==> config.mk <==
export PLATFORM = sky130hd
export DESIGN_NAME = uart_rx_ctrl
export DESIGN_NICKNAME = d
export VERILOG_FILES = /design/src/rtl/uart_rx_ctrl.sv
export SDC_FILE = /design/constraint.sdc
export NUM_CORES = 1
export LEC_CHECK = 0
export ABC_AREA = 0
export ABC_CLOCK_PERIOD_IN_PS = 5500
export CAP_MARGIN = 20
export CELL_PAD_IN_SITES_DETAIL_PLACEMENT = 0
export CELL_PAD_IN_SITES_GLOBAL_PLACEMENT = 1
export CORE_UTILIZATION = 43
export CTS_BUF_LIST = sky130_fd_sc_hd__clkbuf_16
export DETAILED_ROUTE_END_ITERATION = 7
export GPL_TIMING_DRIVEN = 0
export PLACE_DENSITY_LB_ADDON = 0.2
export REMOVE_ABC_BUFFERS = 1
export SLEW_MARGIN = 20
export SYNTH_ARGS = -nofsm -noshare
export SYNTH_HDL_FRONTEND = slang
export SYNTH_SLANG_ARGS = --single-unit
==> constraint.sdc <==
create_clock -name clk -period 5.5 [get_ports clk]
set_input_delay 0.825 -clock clk [delete_from_list [all_inputs] [get_ports clk]]
set_output_delay 0.825 -clock clk [all_outputs]
set_load 0.02 [all_outputs]
==> src/rtl/uart_rx_ctrl.sv <==
`default_nettype none
// ============================================================================
// Module   : uart_rx_ctrl
// Brief    : UART receiver frame sequencer. Tracks the start/data/parity/stop
//            bit sequence with an edge counter (cycle inside a bit) and a bit
//            counter, strobes the sampler/deserializer/checkers, and turns the
//            checker flags into a one-cycle data_valid or frame_err pulse.
// Revision : 1.0 - initial release
// ============================================================================
module uart_rx_ctrl #(
  parameter int DATA_WIDTH = 8,
  parameter int PS_WIDTH   = 6,
  parameter int BC_WIDTH   = 4
) (
  input  logic                clk,
  input  logic                rst,
  input  logic                RX_IN,
  input  logic                PAR_EN,
  input  logic [PS_WIDTH-1:0] Prescale,
  input  logic                strt_glitch,
  input  logic                par_err,
  input  logic                stp_err,
  output logic [PS_WIDTH-1:0] edge_cnt,
  output logic                dat_samp_en,
  output logic                deser_en,
  output logic                strt_chk_en,
  output logic                par_chk_en,
  output logic                stp_chk_en,
  output logic                data_valid,
  output logic                frame_err
);

  typedef enum logic [2:0] {
    IDLE   = 3'd0,
    START  = 3'd1,
    DATA   = 3'd2,
    PARITY = 3'd3,
    STOP   = 3'd4
  } state_t;

  localparam logic [BC_WIDTH-1:0] c_last_data_bit = BC_WIDTH'(DATA_WIDTH);

  state_t              r_state;
  state_t              w_next;
  logic [PS_WIDTH-1:0] r_edge_cnt;
  logic [BC_WIDTH-1:0] r_bit_cnt;
  logic [PS_WIDTH-1:0] r_prescale;   // frame-local copy, immune to mid-frame changes
  logic                r_par_en;
  logic                r_par_err_q;
  logic [PS_WIDTH-1:0] w_last_edge;
  logic [PS_WIDTH-1:0] w_chk_edge;
  logic                w_bit_end;
  logic                w_frame_done;
  logic                w_err;

  // Checkers register their flag one cycle before the FSM consumes it,
  // so their enables fire on the second-to-last edge of the bit.
  assign w_last_edge  = r_prescale - PS_WIDTH'(1);
  assign w_chk_edge   = r_prescale - PS_WIDTH'(2);
  assign w_bit_end    = (r_state != IDLE) && (r_edge_cnt == w_last_edge);
  assign w_frame_done = (r_state == STOP) && w_bit_end;
  assign w_err        = stp_err | r_par_err_q;
  assign edge_cnt     = r_edge_cnt;

  // State register
  always_ff @(posedge clk or negedge rst) begin
    if (!rst) begin
      r_state <= IDLE;
    end else begin
      r_state <= w_next;
    end
  end

  // Next-state decode and per-state enables
  always_comb begin
    w_next      = r_state;
    dat_samp_en = (r_state != IDLE);
    deser_en    = 1'b0;
    strt_chk_en = 1'b0;
    par_chk_en  = 1'b0;
    stp_chk_en  = 1'b0;
    case (r_state)
      IDLE: begin
        if (!RX_IN) w_next = START;
      end
      START: begin
        strt_chk_en = (r_edge_cnt == w_chk_edge);
        if (w_bit_end) w_next = strt_glitch ? IDLE : DATA;
      end
      DATA: begin
        deser_en = (r_edge_cnt == w_last_edge);
        if (w_bit_end && (r_bit_cnt == c_last_data_bit)) begin
          w_next = r_par_en ? PARITY : STOP;
        end
      end
      PARITY: begin
        par_chk_en = (r_edge_cnt == w_chk_edge);
        if (w_bit_end) w_next = STOP;
      end
      STOP: begin
        stp_chk_en = (r_edge_cnt == w_chk_edge);
        if (w_bit_end) w_next = IDLE;
      end
      default: w_next = IDLE;
    endcase
  end

  // Edge/bit counters, frame configuration latch and parity-error capture
  always_ff @(posedge clk or negedge rst) begin
    if (!rst) begin
      r_edge_cnt  <= '0;
      r_bit_cnt   <= '0;
      r_prescale  <= '0;
      r_par_en    <= 1'b0;
      r_par_err_q <= 1'b0;
    end else if (r_state == IDLE) begin
      r_bit_cnt <= '0;
      if (!RX_IN) begin
        // Detect cycle counts as edge 0 of the start bit.
        r_edge_cnt  <= PS_WIDTH'(1);
        r_prescale  <= Prescale;
        r_par_en    <= PAR_EN;
        r_par_err_q <= 1'b0;
      end else begin
        r_edge_cnt <= '0;
      end
    end else if (w_bit_end) begin
      r_edge_cnt <= '0;
      r_bit_cnt  <= (w_next == IDLE) ? '0 : r_bit_cnt + BC_WIDTH'(1);
      if (r_state == PARITY) r_par_err_q <= par_err;
    end else begin
      r_edge_cnt <= r_edge_cnt + PS_WIDTH'(1);
    end
  end

  // Per-frame result pulses, one cycle after the stop bit ends
  always_ff @(posedge clk or negedge rst) begin
    if (!rst) begin
      data_valid <= 1'b0;
      frame_err  <= 1'b0;
    end else begin
      data_valid <= w_frame_done & ~w_err;
      frame_err  <= w_frame_done &  w_err;
    end
  end

endmodule
`default_nettype wire

==> key figures, run 1 <==
Status
  • Result of the run: finished, final reports clean

Timing
  • Period Utilization, post-route: 0.769
  • Worst slew pin tran: 0.819 ns
  • Fin crit period: 4.23 ns
  • Sum Neg Setup Slack: 0 ns
  • Final Max Tran Viols: 0
  • Fin worst setup slack: 1.27 ns
  • Max Freq: 237 MHz
  • Slew margin rel.: 0.452
  • Worst hold slack: 0.515 ns
  • Final hold vios: 0
  • RSZ-0062 raised after global routing: false
  • Post-Route Skew: 0.00446 ns
  • # setup viols final: 0

Synthesis
  • Flop and latch count out of synthesis: 23
  • Synthesis warning total: 0
  • Cell with the most instances after synthesis: dfrtp_1
  • Top cells by count, synth: dfrtp_1, nand2_1, nor3_1, nor2_1, inv_1
  • Post-Syn Area per Cell: 9.67 um2
  • Synth unique cells: 48
  • Top-area cell type share of the netlist area: 0.381
  • Number of synthesized flops with an enable pin: 0
  • Area leader, netlist: dfrtp_1
  • Cell area after synthesis: 1510 um2
  • Ys async rst share: 1.00
  • Synth area leaders: dfrtp_1, ha_1, nand2_1
  • Synth Instances: 156
  • Seq/Total Area, Yosys: 0.381
  • Dominant synthesized flop cell: dfrtp_1

Pwr
  • Leakage Power: roughly 0.73 nW
  • Pwr per Cell Area: 577 nW/um2
  • Maximum vdd drop: approximately 310 uV
  • Post-layout power: 1.05 mW

Global routing
  • Grt ovf: 0
  • Vias in the first global route: 1082
  • Initial antenna violation count: 0
  • Global-route wire length before repair: 4.86 mm
  • Largest net degree at the start of global routing: 24
  • Global router's overall resource usage: 0.178

Detailed routing
  • M1 wire length: approximately 1.4 mm
  • Post-Route WL: ~3.1 mm
  • Vias after detailed routing: 1195
  • Met3 WL: 130 um
  • Antenna-violating nets left: 0
  • Per-cell routed wire length: ~14 um
  • First-iteration detailed-routing DRC count: 43
  • DR vias/cell: 5.38
  • Met2 wire length: 1.56 mm
  • Drt pass-1 iters: 4
  • Top sig layer: met4
  • DR DRC count: 0

Setup path
  • Crit path kind: reg -> out
  • CP dominant cell by count: nor3b_2
  • CP delay by family, top: simple AND/OR/NAND/NOR gates
  • CP bufs+invs: 2
  • CP endpoint kind: primary output
  • Slowest-stage cell, CP: and2_1
  • Data arrival time of the critical path: roughly 3.4 ns
  • CP Launch Type: flip-flop
  • Crit path largest cell delay: between 0.6 and 0.7 ns
  • Data required, critical path: 4.68 ns
  • Critical path cell sequence: inv_1, ha_1, nor3b_2, nand3_2, a211oi_4, and2_1, nor3b_2, clkdlybuf4s50_1
  • Max Fanout on Critical Path: 17

Floorplanning
  • Row count: 21
  • Number of I/O pins: 26
  • Die Y-Extent: between 60 and 70 um
  • Core box area: about 3300 um2
  • Initial Utilization: 0.452
  • Die ar.: 3750 um2
  • Die W: 61.2 um

Placement
  • Port bufs: 25
  • Final GP Congestion: a little under 0.8
  • HPWL after DPL: 2.30 mm
  • DP Worst Slack: 1.57 ns
  • Area post-placement: 1750 um2
  • Cells after DPL: 218

CTS
  • Clk buf depth: 2
  • Worst skew pair latency: between 0.2 and 0.3 ns
  • # resized after CTS: 0
  • Clock root cell: clkbuf_16
  • H-tree Lvls: 1
  • CTS clk-pin slew, worst paths: 0.06 ns
  • CTS tree: done
  • Sink Count: 23
  • Inserted Clock Buffers: 3
  • Post-CTS Hold Fix Bufs: 0
  • Post-CTS Setup Repair Bufs: 0

Final layout
  • Antenna cells: 0
  • Synth-to-Final Area Change: 20.9%
  • Final nets: 196
  • Final core utilization: 0.547
  • Final cell count without fillers: 222
  • Post-route cell area: 1820 um2
  • Layout cells sized above 1: 0.102

Hold path
  • Worst hold path type: reg -> reg

Flow run
  • Max-cap violations: 0
placed cells by master, fill, tap and decap left out, drive strengths merged, types with 4 or more instances in the layout:
master	Yosys	layout
ha	6	6
o21ai	5	5
nor3	12	12
xor2	7	7
inv	9	9
clkdlybuf4s50	0	24
nand2	17	17
nand3	8	8
mux2	4	4
nor3b	4	4
dfrtp	23	23
nor2	10	10
xnor2	7	7
sequential cells by signal, indices dropped and copies added, names as in the netlist:
signal	cells
data_valid	1
edge_cnt	6
frame_err	1
r_bit_cnt	4
r_par_en	1
r_par_err_q	1
r_prescale	6
r_state	3
worst reg2reg max path, delay by kind of cell, from the launching register on:
kind	cells	cell delay (ns)
buffers and inverters	1	0.15
AND/OR/NAND/NOR	4	1.36
flip-flops	1	0.43
adder cells (fa/ha/maj)	1	0.24
AO/OA/AOI/OAI	1	0.37
worst paths after layout:
check | from | to | slack (ns) | depth (start not counted)
hold reg to reg | r_par_err_q$_DFFE_PN0P_ | data_valid$_DFF_PN0_ | 0.52 | 1
max in group asynchronous | rst | r_prescale[2]$_DFFE_PN0P_ | 4.62 | 1
setup reg to reg | r_prescale[2]$_DFFE_PN0P_ | data_valid$_DFF_PN0_ | 2.85 | 7
setup / recovery | r_prescale[2]$_DFFE_PN0P_ | deser_en | 1.27 | 8
hold / removal | r_par_err_q$_DFFE_PN0P_ | data_valid$_DFF_PN0_ | 0.52 | 1
min in group asynchronous | rst | r_prescale[1]$_DFFE_PN0P_ | 0.54 | 1
routing by layer:
layer / vias to the layer above / track usage
met5: - / 0
met4: 0 / 0.0325
met3: 2 / 0.0462
met2: 25 / 0.317
met1: 585 / 0.220
li1: 583 / -
cells by family after synthesis:
kind of cell,after synthesis,synth area share
AOI/OAI and AO/OA,25,0.133
xor gates and xnor gates,14,0.0862
adders and majority gates,6,0.0497
buffers and inverters,18,0.0688
DFF,23,0.381
muxes,5,0.0365
and+or+nand+nor,65,0.245
power by group:
part	switching, mW	internal [mW]
combinational	0.292	0.252
sequential	0.113	0.236
clock	0.0625	0.0986
total	0.467	0.586
area by class of cell:
type                       count  area, um2
clock buffer                   3       75.1
fill                         339       1510
tap                           46       57.6
timing repair buffer          25        245
multi-input combinational    115        830
sequential                    23        576
inverter                       9       33.8
clock inverter                 1       7.51
Power figures use the tool's default switching activity.
==> run 2, diff against run 1 <==
--- a/config.mk
+++ b/config.mk
@@ -6,11 +6,11 @@
 export NUM_CORES = 1
 export LEC_CHECK = 0
 export ABC_AREA = 0
-export ABC_CLOCK_PERIOD_IN_PS = 5500
+export ABC_CLOCK_PERIOD_IN_PS = 3450
 export CAP_MARGIN = 20
 export CELL_PAD_IN_SITES_DETAIL_PLACEMENT = 0
 export CELL_PAD_IN_SITES_GLOBAL_PLACEMENT = 1
-export CORE_UTILIZATION = 43
+export CORE_UTILIZATION = 36
 export CTS_BUF_LIST = sky130_fd_sc_hd__clkbuf_16
 export DETAILED_ROUTE_END_ITERATION = 7
 export GPL_TIMING_DRIVEN = 0
==> constraint.sdc (replaced) <==
create_clock -name clk -period 3.45 [get_ports clk]
set_input_delay 0.5175 -clock clk [delete_from_list [all_inputs] [get_ports clk]]
set_output_delay 0.5175 -clock clk [all_outputs]
set_load 0.02 [all_outputs]
==> key figures, run 2 (synthesized netlist as in run 1, its figures left out) <==
Status
  • Result of the run: finished, final reports clean

Global routing
  • Global router's overall resource usage: 0.165 (-0.0134)
  • Largest net degree at the start of global routing: 24 (unchanged)
  • Global-route wire length before repair: 5.43 mm (+12%)
  • Vias in the first global route: 1157 (+6.9%)
  • Initial antenna violation count: 0 (unchanged)
  • Grt ovf: 0 (unchanged)

Placement
  • Port bufs: 25 (unchanged)
  • HPWL after DPL: 2.33 mm (+1.3%)
  • Final GP Congestion: 0.808 (+2.5%)
  • Area post-placement: 1750 um2 (+0.29%)
  • DP Worst Slack: -0.176 ns (-1.75 ns)

Floorplanning
  • Die ar.: 4450 um2 (+19%)
  • Initial Utilization: 0.377 (-0.0750)
  • Die Y-Extent: 66.7 um (+9.0%)
  • Die W: 66.7 um (+9.0%)
  • Core box area: 4000 um2 (+20%)
  • Number of I/O pins: 26 (unchanged)
  • Row count: 23 (+9.5%)

Timing
  • Slew margin rel.: 0.384 (-0.0675)
  • Final hold vios: 0 (unchanged)
  • Final Max Tran Viols: 0 (unchanged)
  • RSZ-0062 raised after global routing: false
  • # setup viols final: 0 (unchanged)
  • Fin worst setup slack: 0.148 ns (-1.12 ns)
  • Worst slew pin tran: 0.920 ns (+0.101 ns)
  • Worst hold slack: 0.235 ns (-0.280 ns)
  • Post-Route Skew: 0.00192 ns (-0.00254 ns)
  • Period Utilization, post-route: 0.957
  • Fin crit period: 3.30 ns
  • Max Freq: a little over 300 MHz

CTS
  • Worst skew pair latency: 0.26 ns (about the same)
  • Inserted Clock Buffers: 3 (unchanged)
  • Clock root cell: clkbuf_16
  • CTS clk-pin slew, worst paths: 0.06 ns (about the same)
  • Sink Count: 23 (unchanged)
  • CTS tree: done
  • Post-CTS Hold Fix Bufs: 0 (unchanged)
  • H-tree Lvls: 1 (unchanged)
  • Clk buf depth: 2 (unchanged)

Hold path
  • Worst hold path type: in -> async

Final layout
  • Final nets: 199 (+1.5%)
  • Most frequent cells in the layout: clkdlybuf4s50_1, dfrtp_1, nand2_1, nor3_1, nor2_1
  • Synth-to-Final Area Change: 23.1%
  • Final core utilization: 0.464 (-0.0825)
  • Post-route cell area: 1860 um2 (+1.8%)
  • Commonest non-fill, non-tap cell in the layout: clkdlybuf4s50_1
  • Layout cells sized above 1: 0.117 (+0.0150)
  • Antenna cells: 0 (unchanged)

Detailed routing
  • Per-cell routed wire length: 14.4 um (+2.4%)
  • DR vias/cell: 5.24 (-2.7%)
  • Vias after detailed routing: 1199 (+0.33%)
  • Antenna-violating nets left: 0 (unchanged)
  • First-iteration detailed-routing DRC count: 53 (+23%)
  • DR DRC count: 0 (unchanged)
  • Post-Route WL: 3.29 mm (+5.6%)
  • Drt pass-1 iters: 4 (unchanged)

Setup path
  • R2R depth: 4 (-3)
  • CP endpoint kind: primary output
  • Crit path kind: reg -> out
  • Slowest-stage cell, CP: clkdlybuf4s50_1
  • Critical path cell sequence: inv_1, ha_1, a21boi_0, xnor2_1, a211oi_4, and2_4, nor3b_2, clkdlybuf4s50_1
  • R2R Setup Slk: 1.06 ns (-1.79 ns)
  • Crit path largest cell delay: 0.62 ns (about the same)
  • Data arrival time of the critical path: 2.78 ns (-0.62 ns)
  • R2r endpoint: r_prescale[3]$_DFFE_PN0P_
  • Max Fanout on Critical Path: 5 (-12)
  • Reg2reg start: r_state[0]$_DFF_PN0_
  • Data required, critical path: 2.93 ns (-1.75 ns)
  • CP Launch Type: flip-flop

Pwr
  • Leakage Power: 0.755 nW (+3.4%)
  • Maximum vdd drop: 425 uV (+36%)
  • Pwr per Cell Area: 927 nW/um2 (+61%)

Flow run
  • Max-cap violations: 0 (unchanged)
==> run 2: routing by layer <==
layer  vias to the layer above  routed length, um  track usage
li1                        591                  -            -
met5                         -                  0            0
met4                         0                 54       0.0638
met1                       575               1560        0.220
met2                        28               1530        0.265
met3                         5                143       0.0274
==> run 2: power breakdown <==
part / internal (mW) / switching [mW] / total, mW
Combinational: 0.431 / 0.475 / 0.907
Sequential: 0.375 / 0.186 / 0.561
Clock: 0.155 / 0.0979 / 0.253
Total: 0.962 / 0.759 / 1.72
==> run 2: worst max-delay path by stage <==
stage	endpoint	startpoint	slack (ns)	cells after the start
floorplan	deser_en	r_prescale[2]$_DFFE_PN0P_	0.70	7
global placement	deser_en	r_prescale[2]$_DFFE_PN0P_	-0.15	8
detailed placement	deser_en	r_prescale[2]$_DFFE_PN0P_	-0.18	8
CTS	deser_en	r_prescale[2]$_DFFE_PN0P_	0.07	8
global route	deser_en	r_prescale[2]$_DFFE_PN0P_	0.03	8
finish	deser_en	r_prescale[2]$_DFFE_PN0P_	0.15	8
==> run 2: critical path: cells and delay by family, from the launching register on <==
| kind | cells | cell delay, ns |
|---|---|---|
| compound gates | 2 | 0.59 |
| xor+xnor | 1 | 0.16 |
| fa+ha+maj | 1 | 0.25 |
| buf+inv | 2 | 0.76 |
| flops | 1 | 0.42 |
| simple gates | 2 | 0.35 |
==> run 2: cell type report <==
type	count	area, um2
multi-input cells	115	838
inverters	9	33.8
repair buffers	28	268
clock buffers	3	75.1
flip-flops and latches	23	576
clock inverters	1	3.75
fillers	375	2140
well taps	50	62.6
==> run 2: through the flow <==
step / cells / setup TNS (ns) / power [mW]
after floorplan: 147 / 0 / 1.17
after global placement: 222 / -0.146 / 1.40
after detailed placement: 222 / -0.176 / 1.43
after CTS: 227 / 0 / 1.70
after global routing: 229 / 0 / 1.87
final: 229 / 0 / 1.72
==> run 2: what timing repair did <==
action                     CTS  global route
setup endpoints to repair    1             1
buffers inserted             1             2
pin swaps                    0             1
gates resized for setup      2             1
==> run 3, diff against run 2 <==
--- a/config.mk
+++ b/config.mk
@@ -5,12 +5,12 @@
 export SDC_FILE = /design/constraint.sdc
 export NUM_CORES = 1
 export LEC_CHECK = 0
-export ABC_AREA = 0
+export ABC_AREA = 1
 export ABC_CLOCK_PERIOD_IN_PS = 3450
 export CAP_MARGIN = 20
 export CELL_PAD_IN_SITES_DETAIL_PLACEMENT = 0
 export CELL_PAD_IN_SITES_GLOBAL_PLACEMENT = 1
-export CORE_UTILIZATION = 36
+export CORE_UTILIZATION = 35
 export CTS_BUF_LIST = sky130_fd_sc_hd__clkbuf_16
 export DETAILED_ROUTE_END_ITERATION = 7
 export GPL_TIMING_DRIVEN = 0
==> key figures, run 3 <==
Pwr
  • Clock share of power: 0.142 (-0.005)
  • Switch Pwr: 0.872 mW (+15%)
  • Sw frac: 0.481 (+0.0400)
  • Maximum vdd drop: 461 uV (+8.4%)
  • Post-layout power: 1.81 mW (+5.3%)
  • Pwr per Cell Area: 910 nW/um2 (-1.8%)
  • Sequential share of power: 0.281 (-0.045)
  • Leakage Power: 0.953 nW (+26%)
  • Gate power share: 0.576 (+0.049)
  • Cell Int Power: 0.940 mW (-2.2%)

Setup path
  • Data arrival time of the critical path: 2.58 ns (-0.20 ns)
  • Crit path kind: reg -> out
  • CP dominant cell by count: inv_1
  • Crit path from: r_prescale[1]$_DFFE_PN0P_
  • R2r endpoint: edge_cnt[2]$_DFF_PN0_
  • Slowest-stage cell, CP: clkdlybuf4s50_1
  • CP Depth: 11 (+3)
  • Crit path largest cell delay: 0.64 ns (+0.02 ns)
  • CP Launch Type: flip-flop
  • R2R depth: 13 (+9)
  • Data required, critical path: 2.93 ns (about the same)
  • Max Fanout on Critical Path: 7 (+2)
  • CP endpoint kind: primary output
  • R2R Setup Slk: 1.28 ns (+0.22 ns)
  • CP bufs+invs: 3 (+1)
  • Reg2reg start: r_prescale[1]$_DFFE_PN0P_
  • Critical path cell sequence: inv_1, ha_1, inv_1, nand2_1, nand3_1, nand2_2, nand2_4, nor2_4, nand3_2, nor4_1, clkdlybuf4s50_1
  • CP delay by family, top: buffers and inverters

Timing
  • Sum Neg Setup Slack: 0 ns (unchanged)
  • Max Freq: 322 MHz (+6.4%)
  • Slew margin rel.: 0.579 (+0.195)
  • Worst hold slack: 0.244 ns (+0.00893 ns)
  • Post-Route Skew: 0.00383 ns (+0.00191 ns)
  • Period Utilization, post-route: 0.899 (-0.0579)
  • Fin worst setup slack: 0.348 ns (+0.200 ns)
  • Final Max Tran Viols: 0 (unchanged)
  • Fin crit period: 3.10 ns (-0.200 ns)
  • RSZ-0062 raised after global routing: false
  • Final hold vios: 0 (unchanged)
  • Worst slew pin tran: 0.631 ns (-0.289 ns)
  • # setup viols final: 0 (unchanged)

Global routing
  • Vias in the first global route: 1254 (+8.4%)
  • Grt ovf: 0 (unchanged)
  • Global-route wire length before repair: 5.89 mm (+8.4%)
  • Global router's overall resource usage: 0.153 (-0.0119)
  • Largest net degree at the start of global routing: 24 (unchanged)
  • Initial antenna violation count: 0 (unchanged)

Synthesis
  • Cell with the most instances after synthesis: nand2_1
  • Ys async rst share: 1.00 (unchanged)
  • Synthesis warning total: 0 (unchanged)
  • Number of synthesized flops with an enable pin: 0 (unchanged)
  • Cell area after synthesis: 1610 um2 (+6.5%)
  • Top-area cell type share of the netlist area: 0.358 (-0.0232)
  • Top cells by count, synth: nand2_1, inv_1, dfrtp_1, nor2_1, nand3_1
  • Area leader, netlist: dfrtp_1
  • Dominant synthesized flop cell: dfrtp_1
  • Synth Instances: 212 (+36%)
  • Flop and latch count out of synthesis: 23 (unchanged)
  • Post-Syn Area per Cell: 7.58 um2 (-22%)
  • Synth unique cells: 29 (-40%)
  • Synth area leaders: dfrtp_1, nand2_1, inv_1
  • Seq/Total Area, Yosys: 0.358 (-0.0232)

Detailed routing
  • Antenna-violating nets left: 0 (unchanged)
  • Drt pass-1 iters: 3 (-1)
  • DR vias/cell: 4.58 (-13%)
  • Per-cell routed wire length: 11.7 um (-18%)
  • DR DRC count: 0 (unchanged)
  • Vias after detailed routing: 1332 (+11%)
  • Post-Route WL: 3.42 mm (+3.9%)
  • First-iteration detailed-routing DRC count: 59 (+11%)

CTS
  • Inserted Clock Buffers: 3 (unchanged)
  • Clk buf depth: 2 (unchanged)
  • CTS tree: done
  • Clock root cell: clkbuf_16
  • H-tree Lvls: 1 (unchanged)
  • Post-CTS Setup Repair Bufs: 0 (-1)
  • CTS clk-pin slew, worst paths: 0.06 ns (about the same)
  • Post-CTS Hold Fix Bufs: 0 (unchanged)
  • # resized after CTS: 0 (-2)
  • Worst skew pair latency: 0.26 ns (about the same)
  • Sink Count: 23 (unchanged)

Floorplanning
  • Core box area: 4380 um2 (+9.6%)
  • Die ar.: 4870 um2 (+9.2%)
  • Die W: 69.8 um (+4.5%)
  • Number of I/O pins: 26 (unchanged)
  • Row count: 24 (+4.3%)
  • Initial Utilization: 0.366 (-0.0108)
  • Die Y-Extent: 69.8 um (+4.5%)

Final layout
  • Register area: 576 um2 (unchanged)
  • Synth-to-Final Area Change: 23.9%
  • Final core utilization: 0.454 (-0.0101)
  • Antenna cells: 0 (unchanged)
  • Commonest non-fill, non-tap cell in the layout: nand2_1
  • Final nets: 259 (+30%)
  • Area of the multi-input gates: 901 um2 (+7.5%)
  • Filler cell count: 444 (+18%)
  • Final cell count without fillers: 291 (+27%)
  • Post-route cell area: 1990 um2 (+7.2%)
  • Layout cells sized above 1: 0.180 (+0.0626)
  • Most frequent cells in the layout: nand2_1, inv_1, clkdlybuf4s50_1, dfrtp_1, nor2_1

Placement
  • HPWL after DPL: 2.53 mm (+8.5%)
  • DP Worst Slack: 0.612 ns (+0.788 ns)
  • Final GP Congestion: 0.771 (-4.5%)
  • Area post-placement: 1910 um2 (+8.9%)
  • Cells after DPL: 287 (+29%)
  • Port bufs: 25 (unchanged)

Status
  • Result of the run: finished, final reports clean

Flow run
  • Max-cap violations: 0 (unchanged)

Hold path
  • Worst hold path type: in -> async
-- run 3: cell count changes in the layout (fill, tap and decap cells not counted), moves of 4 or more --
| cell | before | now |
|---|---|---|
| nand2_1 | 17 | 52 |
| nor2_1 | 10 | 17 |
| o21ai_0 | 3 | 9 |
| nor3_1 | 11 | 2 |
| nor2_4 | 0 | 4 |
| inv_1 | 9 | 28 |
| nand2_2 | 0 | 15 |
| nand3_1 | 7 | 16 |
| xnor2_1 | 7 | 3 |
| nand3_2 | 1 | 5 |
-- run 3: logic make-up after synthesis --
| group | after synthesis | synth area share |
|---|---|---|
| flip-flops | 23 | 0.358 |
| adder cells (fa/ha/maj) | 6 | 0.0467 |
| AND/OR/NAND/NOR | 123 | 0.398 |
| XOR/XNOR | 11 | 0.0646 |
| AO/OA/AOI/OAI | 14 | 0.0498 |
| buffers and inverters | 35 | 0.0825 |
-- run 3: worst max-delay path by stage --
stage | endpoint | slack, ns
6_report | deser_en | 0.35
5_1_grt | deser_en | 0.04
4_1_cts | deser_en | 0.32
3_5_place_dp | deser_en | 0.61
3_3_place_gp | deser_en | 0.62
2_1_floorplan | deser_en | 1.01
-- run 3: final cells by class --
type | instances | share of cell area
flip-flops and latches | 23 | 0.289
clock inverters | 1 | 0.00251
well taps | 52 | 0.0327
clock buffers | 3 | 0.0377
multi-input cells | 154 | 0.453
repair buffers | 25 | 0.123
inverters | 33 | 0.0622
-- run 3: power by group through the flow --
stage	Combinational, mW	Sequential [mW]	Clock, mW
2_1_floorplan	0.793	0.519	0
3_3_place_gp	1.05	0.516	0
3_5_place_dp	1.05	0.514	0
4_1_cts	1.06	0.511	0.270
5_1_grt	1.19	0.529	0.277
6_report	1.04	0.510	0.258
-- run 3: layer usage --
| metal | routed length (um) | track usage | vias up |
|---|---|---|---|
| met5 | 0 | 0 | - |
| met4 | 60 | 0.0600 | 0 |
| met3 | 106 | 0.0247 | 6 |
| met2 | 1440 | 0.224 | 20 |
| met1 | 1820 | 0.225 | 594 |
| li1 | - | - | 712 |
